<file path="config.mk">
export PLATFORM = sky130hd
export DESIGN_NAME = controle_jogo
export DESIGN_NICKNAME = d
export VERILOG_FILES = /design/src/rtl/jogo_pkg.sv /design/src/rtl/detector_borda.sv /design/src/rtl/controle_jogo.sv
export SDC_FILE = /design/constraint.sdc
export NUM_CORES = 1
export LEC_CHECK = 0
export ABC_AREA = 1
export BUFFER_PORTS_ARGS = -buffer_cell sky130_fd_sc_hd__clkbuf_2
export CORE_UTILIZATION = 33
export DETAILED_ROUTE_END_ITERATION = 10
export SYNTH_ARGS = -nofsm -noshare
export SYNTH_HDL_FRONTEND = slang
export SYNTH_SLANG_ARGS = --single-unit
export TNS_END_PERCENT = 1
</file>
<file path="constraint.sdc">
create_clock -name CLOCK_50 -period 1.75 [get_ports CLOCK_50]
set_clock_uncertainty 0.15 [all_clocks]
set_input_delay 0.0875 -clock CLOCK_50 [delete_from_list [all_inputs] [get_ports CLOCK_50]]
set_output_delay 0.0875 -clock CLOCK_50 [all_outputs]
set_load 0.02 [all_outputs]
</file>
<file path="src/rtl/jogo_pkg.sv">
// jogo_pkg: shared definitions for the game-state controller.
//   - estado_t : FSM state encoding exported on the HUD 'estado' port
//   - PONTUACAO_MAX : score saturation ceiling
//   - LARGURA_TELA / ALTURA_TELA : screen size in pixels
package jogo_pkg;

  typedef enum logic [1:0] {
    ESPERA  = 2'd0,
    JOGANDO = 2'd1,
    PAUSADO = 2'd2,
    FIM     = 2'd3
  } estado_t;

  localparam int PONTUACAO_MAX = 999;
  localparam int LARGURA_TELA  = 640;
  localparam int ALTURA_TELA   = 480;

endpackage

</file>
<file path="src/rtl/detector_borda.sv">
// detector_borda: optional 2-flop synchroniser followed by a registered
// rising-edge detector producing a one-cycle pulse.
//   SINCRONIZAR=1 : input is asynchronous, pulse appears 3 cycles after the edge
//   SINCRONIZAR=0 : input is already synchronous, pulse appears 1 cycle after
//   INVERTER=1    : detect the falling edge instead (input is inverted first)
// Ports:
//   clk_i   in  clock
//   rst_n_i in  asynchronous active-low reset
//   sinal_i in  level to watch
//   pulso_o out one-cycle edge pulse
module detector_borda #(
  parameter bit SINCRONIZAR = 1'b1,
  parameter bit INVERTER    = 1'b0
) (
  input  logic clk_i,
  input  logic rst_n_i,
  input  logic sinal_i,
  output logic pulso_o
);

  logic entrada;
  logic nivel;
  logic s1_q, s2_q, ant_q, pulso_q;

  assign entrada = INVERTER ? ~sinal_i : sinal_i;
  assign nivel   = SINCRONIZAR ? s2_q : entrada;

  always_ff @(posedge clk_i or negedge rst_n_i) begin
    if (!rst_n_i) begin
      s1_q    <= 1'b0;
      s2_q    <= 1'b0;
      ant_q   <= 1'b0;
      pulso_q <= 1'b0;
    end else begin
      s1_q    <= entrada;
      s2_q    <= s1_q;
      ant_q   <= nivel;
      pulso_q <= nivel & ~ant_q;
    end
  end

  assign pulso_o = pulso_q;

endmodule

</file>
<file path="src/rtl/controle_jogo.sv">
// controle_jogo: game-state controller downstream of the entities stage.
// Runs the start/pause FSM, frame-tick sampled ship-hit detection with an
// invulnerability window, kill scoring (saturating at 999) and lives.
// Optional feature macro VIDA_EXTRA_EN: extra life each time the score
// crosses a multiple of 100 (lives saturate at 3).
// Ports:
//   CLOCK_50            in  system clock
//   reset               in  asynchronous active-low reset
//   botao_iniciar       in  start/pause button level (asynchronous)
//   x_nave, y_nave      in  ship top-left corner
//   x_bola_inimiga,
//   y_bola_inimiga      in  enemy ball centre
//   raio_bola_inimiga   in  enemy ball radius
//   inimigo_vivo        in  enemy alive flag
//   pausa               out freezes entities (1 outside JOGANDO)
//   reiniciarJogo       out one-cycle restart pulse
//   vidas               out remaining lives
//   pontuacao           out score
//   estado              out FSM state
//   invulneravel        out invulnerability window active
module controle_jogo
  import jogo_pkg::*;
#(
  parameter int TICK_DIV       = 833333,
  parameter int VIDAS_INICIAIS = 3,
  parameter int LARGURA_NAVE   = 45,
  parameter int ALTURA_NAVE    = 20,
  parameter int INVULN_FRAMES  = 60,
  parameter int PONTOS_INIMIGO = 10
) (
  input  logic       CLOCK_50,
  input  logic       reset,
  input  logic       botao_iniciar,
  input  logic [9:0] x_nave,
  input  logic [9:0] y_nave,
  input  logic [9:0] x_bola_inimiga,
  input  logic [9:0] y_bola_inimiga,
  input  logic [9:0] raio_bola_inimiga,
  input  logic       inimigo_vivo,
  output logic       pausa,
  output logic       reiniciarJogo,
  output logic [1:0] vidas,
  output logic [9:0] pontuacao,
  output logic [1:0] estado,
  output logic       invulneravel
);

  localparam int CW = (TICK_DIV > 1) ? $clog2(TICK_DIV) : 1;
  localparam int IW = $clog2(INVULN_FRAMES + 1);

  estado_t       estado_q, estado_d;
  logic          pausa_q, reinic_q, reinic_d, mascara_q;
  logic [1:0]    vidas_q, vidas_d;
  logic [9:0]    pontos_q, pontos_d;
  logic [IW-1:0] invuln_q, invuln_d;
  logic [CW-1:0] tick_q;
  logic [10:0]   xn, yn, xb, yb, r, soma;
  logic          press, queda_inimigo, tick, sobrepoe, dano, abate;

  detector_borda #(.SINCRONIZAR(1'b1), .INVERTER(1'b0)) u_botao (
    .clk_i(CLOCK_50), .rst_n_i(reset), .sinal_i(botao_iniciar), .pulso_o(press)
  );

  // inimigo_vivo is already synchronous to CLOCK_50 (entities stage)
  detector_borda #(.SINCRONIZAR(1'b0), .INVERTER(1'b1)) u_inimigo (
    .clk_i(CLOCK_50), .rst_n_i(reset), .sinal_i(inimigo_vivo), .pulso_o(queda_inimigo)
  );

  assign tick = (tick_q == CW'(TICK_DIV - 1));

  // Box overlap of the ball's bounding square against the ship rectangle
  assign xn = {1'b0, x_nave};
  assign yn = {1'b0, y_nave};
  assign xb = {1'b0, x_bola_inimiga};
  assign yb = {1'b0, y_bola_inimiga};
  assign r  = {1'b0, raio_bola_inimiga};
  assign sobrepoe = (xb + r >= xn) && (xb <= xn + 11'(LARGURA_NAVE) + r) &&
                    (yb + r >= yn) && (yb <= yn + 11'(ALTURA_NAVE) + r);

  // A press in the same cycle discards the hit
  assign dano  = tick && (estado_q == JOGANDO) && sobrepoe && !press && (invuln_q == '0);
  // Kill edges are ignored while the entities stage is being restarted
  assign abate = queda_inimigo && (estado_q == JOGANDO) && !reinic_q && !mascara_q;
  assign soma  = 11'(pontos_q) + 11'(PONTOS_INIMIGO);

  // FSM: state register
  always_ff @(posedge CLOCK_50 or negedge reset) begin
    if (!reset) estado_q <= ESPERA;
    else        estado_q <= estado_d;
  end

  // FSM: next state
  always_comb begin
    estado_d = estado_q;
    case (estado_q)
      ESPERA, FIM: if (press) estado_d = JOGANDO;
      JOGANDO: begin
        if (press)                          estado_d = PAUSADO;
        else if (dano && vidas_q == 2'd1)   estado_d = FIM;
      end
      PAUSADO: if (press) estado_d = JOGANDO;
      default: estado_d = ESPERA;
    endcase
  end

  // FSM: outputs (restart request)
  always_comb begin
    reinic_d = press && (estado_q == ESPERA || estado_q == FIM);
  end

  // Lives / score / invulnerability next state
  always_comb begin
    vidas_d  = vidas_q;
    pontos_d = pontos_q;
    invuln_d = invuln_q;
    if (reinic_d) begin
      vidas_d  = 2'(VIDAS_INICIAIS);
      pontos_d = '0;
      invuln_d = '0;
    end else begin
      if (abate)
        pontos_d = (soma > 11'(PONTUACAO_MAX)) ? 10'(PONTUACAO_MAX) : soma[9:0];
      if (dano) begin
        vidas_d  = vidas_q - 2'd1;
        invuln_d = IW'(INVULN_FRAMES);
      end else if (tick && estado_q == JOGANDO && invuln_q != '0) begin
        invuln_d = invuln_q - 1'b1;
      end
`ifdef VIDA_EXTRA_EN
      // Bonus applied after the hit; a game-ending hit keeps vidas at 0
      if (abate && (pontos_q / 10'd100 != pontos_d / 10'd100) &&
          vidas_d != 2'd0 && vidas_d != 2'd3)
        vidas_d = vidas_d + 2'd1;
`endif
    end
  end

  always_ff @(posedge CLOCK_50 or negedge reset) begin
    if (!reset) begin
      tick_q    <= '0;
      pausa_q   <= 1'b1;
      reinic_q  <= 1'b0;
      mascara_q <= 1'b0;
      vidas_q   <= 2'(VIDAS_INICIAIS);
      pontos_q  <= '0;
      invuln_q  <= '0;
    end else begin
      tick_q    <= tick ? '0 : tick_q + 1'b1;
      pausa_q   <= (estado_d != JOGANDO);
      reinic_q  <= reinic_d;
      mascara_q <= reinic_q;
      vidas_q   <= vidas_d;
      pontos_q  <= pontos_d;
      invuln_q  <= invuln_d;
    end
  end

  assign pausa         = pausa_q;
  assign reiniciarJogo = reinic_q;
  assign vidas         = vidas_q;
  assign pontuacao     = pontos_q;
  assign estado        = estado_q;
  assign invulneravel  = (invuln_q != '0);

endmodule

</file>
==> results.cfg <==
[layout]
syn_to_final_growth_pct = 46.73
design_area_mm2 = 0.008038
instances_no_fill = 1242
insertedDiodeCount = 0
nets = 1189
drive_gt1_share_pct = 34.11
fillCellCount = 1537

[synthesis]
postSynthCellCount = 758
yosysMostFrequentCell = nand2_1
yosysSeqAreaShare_pct = 22.45
synth_top_area_share_pct = 24.21
yosysUniqueCellTypes = 42
avgSynthCellArea_um2 = 7.227
yosys.area_share.simple_pct = 23.89
synthTopCellsByArea = ha_1, dfrtp_1, nand2_1
synth_edf_count = 0
synth_compound_area_share_pct = 10.21
synth_commonest_cells = nand2_1, inv_1, ha_1, nor2_1, dfrtp_1
synthAdderAreaFrac_pct = 25.67
ys_ff_latch = 49
synth_top_cell_by_area = ha_1
muxShareOfSynthArea_pct = 0
synth_top_family_by_area = adder cells
synth_xor_area_share_pct = 6.875
synthFlopType = dfrtp_1
synth_warnings = 0
ys_async_sr_fraction_pct = 100.0
synth.net_count = 922
synth_area_mm2 = 0.005478

[status]
violations = setup timing
outcome = complete, but fails checks

[sta]
timing_max_transition_violations_final = 0
finalHoldViolations = 0
worst-slew-pin-transition_ns = 0.2924
rsz0062_at_grt = true
worst_slack_ns = -1.153
tns_ns = -13.87
finalCritPeriodShare_pct = 165.9
setup_viol = 27
relSlewSlack_pct = 80.39
fin_crit_ns = 2.903
max_freq_ghz = 0.3444

[setup_path]
crit_path_max_incr_delay_ns = 0.34
cp_top_family = adder cells
worst_ep_required_time_ns = 1.82
path_class = input port to flip-flop
worstPathMaxFanout = 3
critPathLaunchType = input port
crit_chain = clkbuf_16 -> ha_4 -> ha_4 -> inv_2 -> fa_2 -> o21ai_2 -> nand2_1 -> nand2_1 -> a21oi_2 -> o21ai_2 -> a21oi_2 -> xor2_1 -> ha_1 -> nand2_1 -> nor2_1 -> nand4_1 -> nand2_1 -> nor2_1 -> nand2_1 -> nand2_2 -> nor2_4 -> nand3b_1 -> a21boi_1
crit_slowest_cell = fa_2
cp_num_buf_inv = 2
worst_path_most_repeated_cell = nand2_1
crit_path_end_kind = flip-flop
arrival_ns = 2.97

[run]
max-cap-violations = 0

[drt]
drt_iter0_markers = 176
first_pass_iters = 4
vias = 5459
antenna_left = 0
routedWlPerCell_um = 11.10
finalWirelength_um = 13790
drcViolationCount = 0
viasPerCell = 4.395

[placed_design]
place_inst = 1227
io_buffer_count = 70
hpwlAfterDp_um = 11540
pre_cts_ws_ns = -1.599
gp_congestion = 0.8811
place_area_mm2 = 0.007538

[power]
vdd_drop_max_uv = 521.4
cellPowerDensity_mw_per_mm2 = 648.9
p_leak_nw = 4.544
power_mw = 5.216

[clocking]
cts_tree = built
cts.sinks = 49
clk_path_buf_depth = 2
root_buffer = clkbuf_16
clk_latency_ns = 0.29
htreeDepth = 2
tritoncts.num_buffers = 5
path_clk_slew_ns = 0.07

[floorplanning]
rows = 46
core_mm2 = 0.01606
die_w_um = 130.8
start_util_pct = 34.11
die_area_mm2 = 0.01712
ioPinCount = 71
die-height_um = 130.8

[global_route]
grt_pass1_vias = 5257
antenna_found_initial = 0
gr-total-overflow = 0
grt_pass1_wl_um = 23240
grt_max_degree = 50
grt_util_all_layers_pct = 17.04

[min_path]
min_path_type = input port to async pin
registers in the layout (all words and copies together) (netlist names):
signal	cells
estado	2
reiniciarJogo	1
u_inimigo.pulso_o	1
pausa	1
pontuacao	10
u_inimigo.ant_q	1
mascara_q	1
invuln_q	6
u_botao.pulso_o	1
u_botao.s1_q	1
u_botao.ant_q	1
vidas	2
u_botao.nivel	1
tick_q	20
path summary, 6_finish.rpt:
kind	startpoint	end	slack (ns)	cells past startpoint
max	raio_bola_inimiga[1]	estado[0]	-1.15	23
min	reset	pontuacao[7]	0.18	3
max reg2reg	invuln_q[0]	estado[0]	-0.32	11
min reg2reg	u_botao.s1_q	u_botao.nivel	0.20	0
max in group asynchronous	reset	pausa	0.98	3
min in group CLOCK_50	u_botao.s1_q	u_botao.nivel	0.20	0
routing by layer:
metal	track usage, %	vias to the layer above	routed length (µm)	part of all wire [%]
li1	-	2977	-	-
met1	22.89	2423	6889	50
met2	29.66	49	6520	47
met3	1.954	10	253	1.8
met4	2.840	0	124	0.90
met5	0	-	0	0
stage by stage:
| step | util [%] | hold slack [ns] |
|---|---|---|
| after floorplan | - | -0.3581 |
| after global placement | 46.95 | -0.04826 |
| after detailed placement | 46.95 | -0.04472 |
| after CTS | 49.28 | 0.1864 |
| after global routing | 50.05 | 0.2195 |
| final | 50.05 | 0.1753 |
cells by family (layout without fill, tap and decap cells):
family / Yosys count / count (layout)
XOR/XNOR: 43 / 43
AO/OA/AOI/OAI: 95 / 95
flip-flops: 49 / 49
adder cells (fa/ha/maj): 110 / 110
buffers and inverters: 155 / 422
AND/OR/NAND/NOR: 306 / 307
area by class of cell:
cell class | count | area [µm²] | area share [%]
inverter | 153 | 576.8 | 7.176
multi-input combinational | 555 | 3955 | 49.21
sequential | 49 | 1230 | 15.30
timing repair buffer | 261 | 1848 | 22.99
clock buffer | 7 | 152.6 | 1.899
clock inverter | 1 | 5.005 | 0.06227
tap | 216 | 270.3 | 3.362
placed cells by master (no fill, tap or decap), types with 4 or more instances in the layout:
cell type / count
o22ai_1: 4
nand4_1: 14
nand3_1: 25
o21bai_1: 4
xor2_1: 27
ha_1: 92
dfrtp_1: 46
clkbuf_2: 67
a21oi_1: 35
a21oi_2: 6
a31oi_1: 7
inv_2: 11
nand3_2: 5
nand2_2: 6
ha_2: 6
o21a_1: 4
a21o_1: 4
inv_1: 141
ha_4: 8
xnor2_1: 16
nor2_1: 53
o21ai_2: 6
nor3_1: 7
nand2_1: 164
nor2_4: 4
buf_4: 187
clkbuf_16: 6
o21ai_0: 12
nor2_2: 9
power breakdown:
part | switching (mW) | internal, mW | leakage (nW)
sequential | 0.0918 | 1.26 | 0.637
clock | 0.414 | 0.606 | 0.0799
combinational | 1.48 | 1.37 | 3.83
total | 1.99 | 3.23 | 4.54
what timing repair did:
action | 4_1_cts | 5_1_grt
setup endpoints to repair | 32 | 41
cloned | 1 | 0
hold buffers | 3 | 0
pin swaps | 16 | 20
gates resized for setup | 38 | 28
buffers inserted | 1 | 2
hold endpoints to repair | 52 | 0
worst reg2reg max path, cell delays in order (launching register included):
cell and delay (ns):
dfrtp_1 0.36, inv_1 0.07, ha_2 0.20, nand2_2 0.08
nor3_4 0.15, inv_2 0.05, or2_0 0.19, nor2_1 0.13
nand2_1 0.10, nor2_4 0.20, nand3b_1 0.17, a21boi_1 0.15
(Power assumes the default switching activity.)
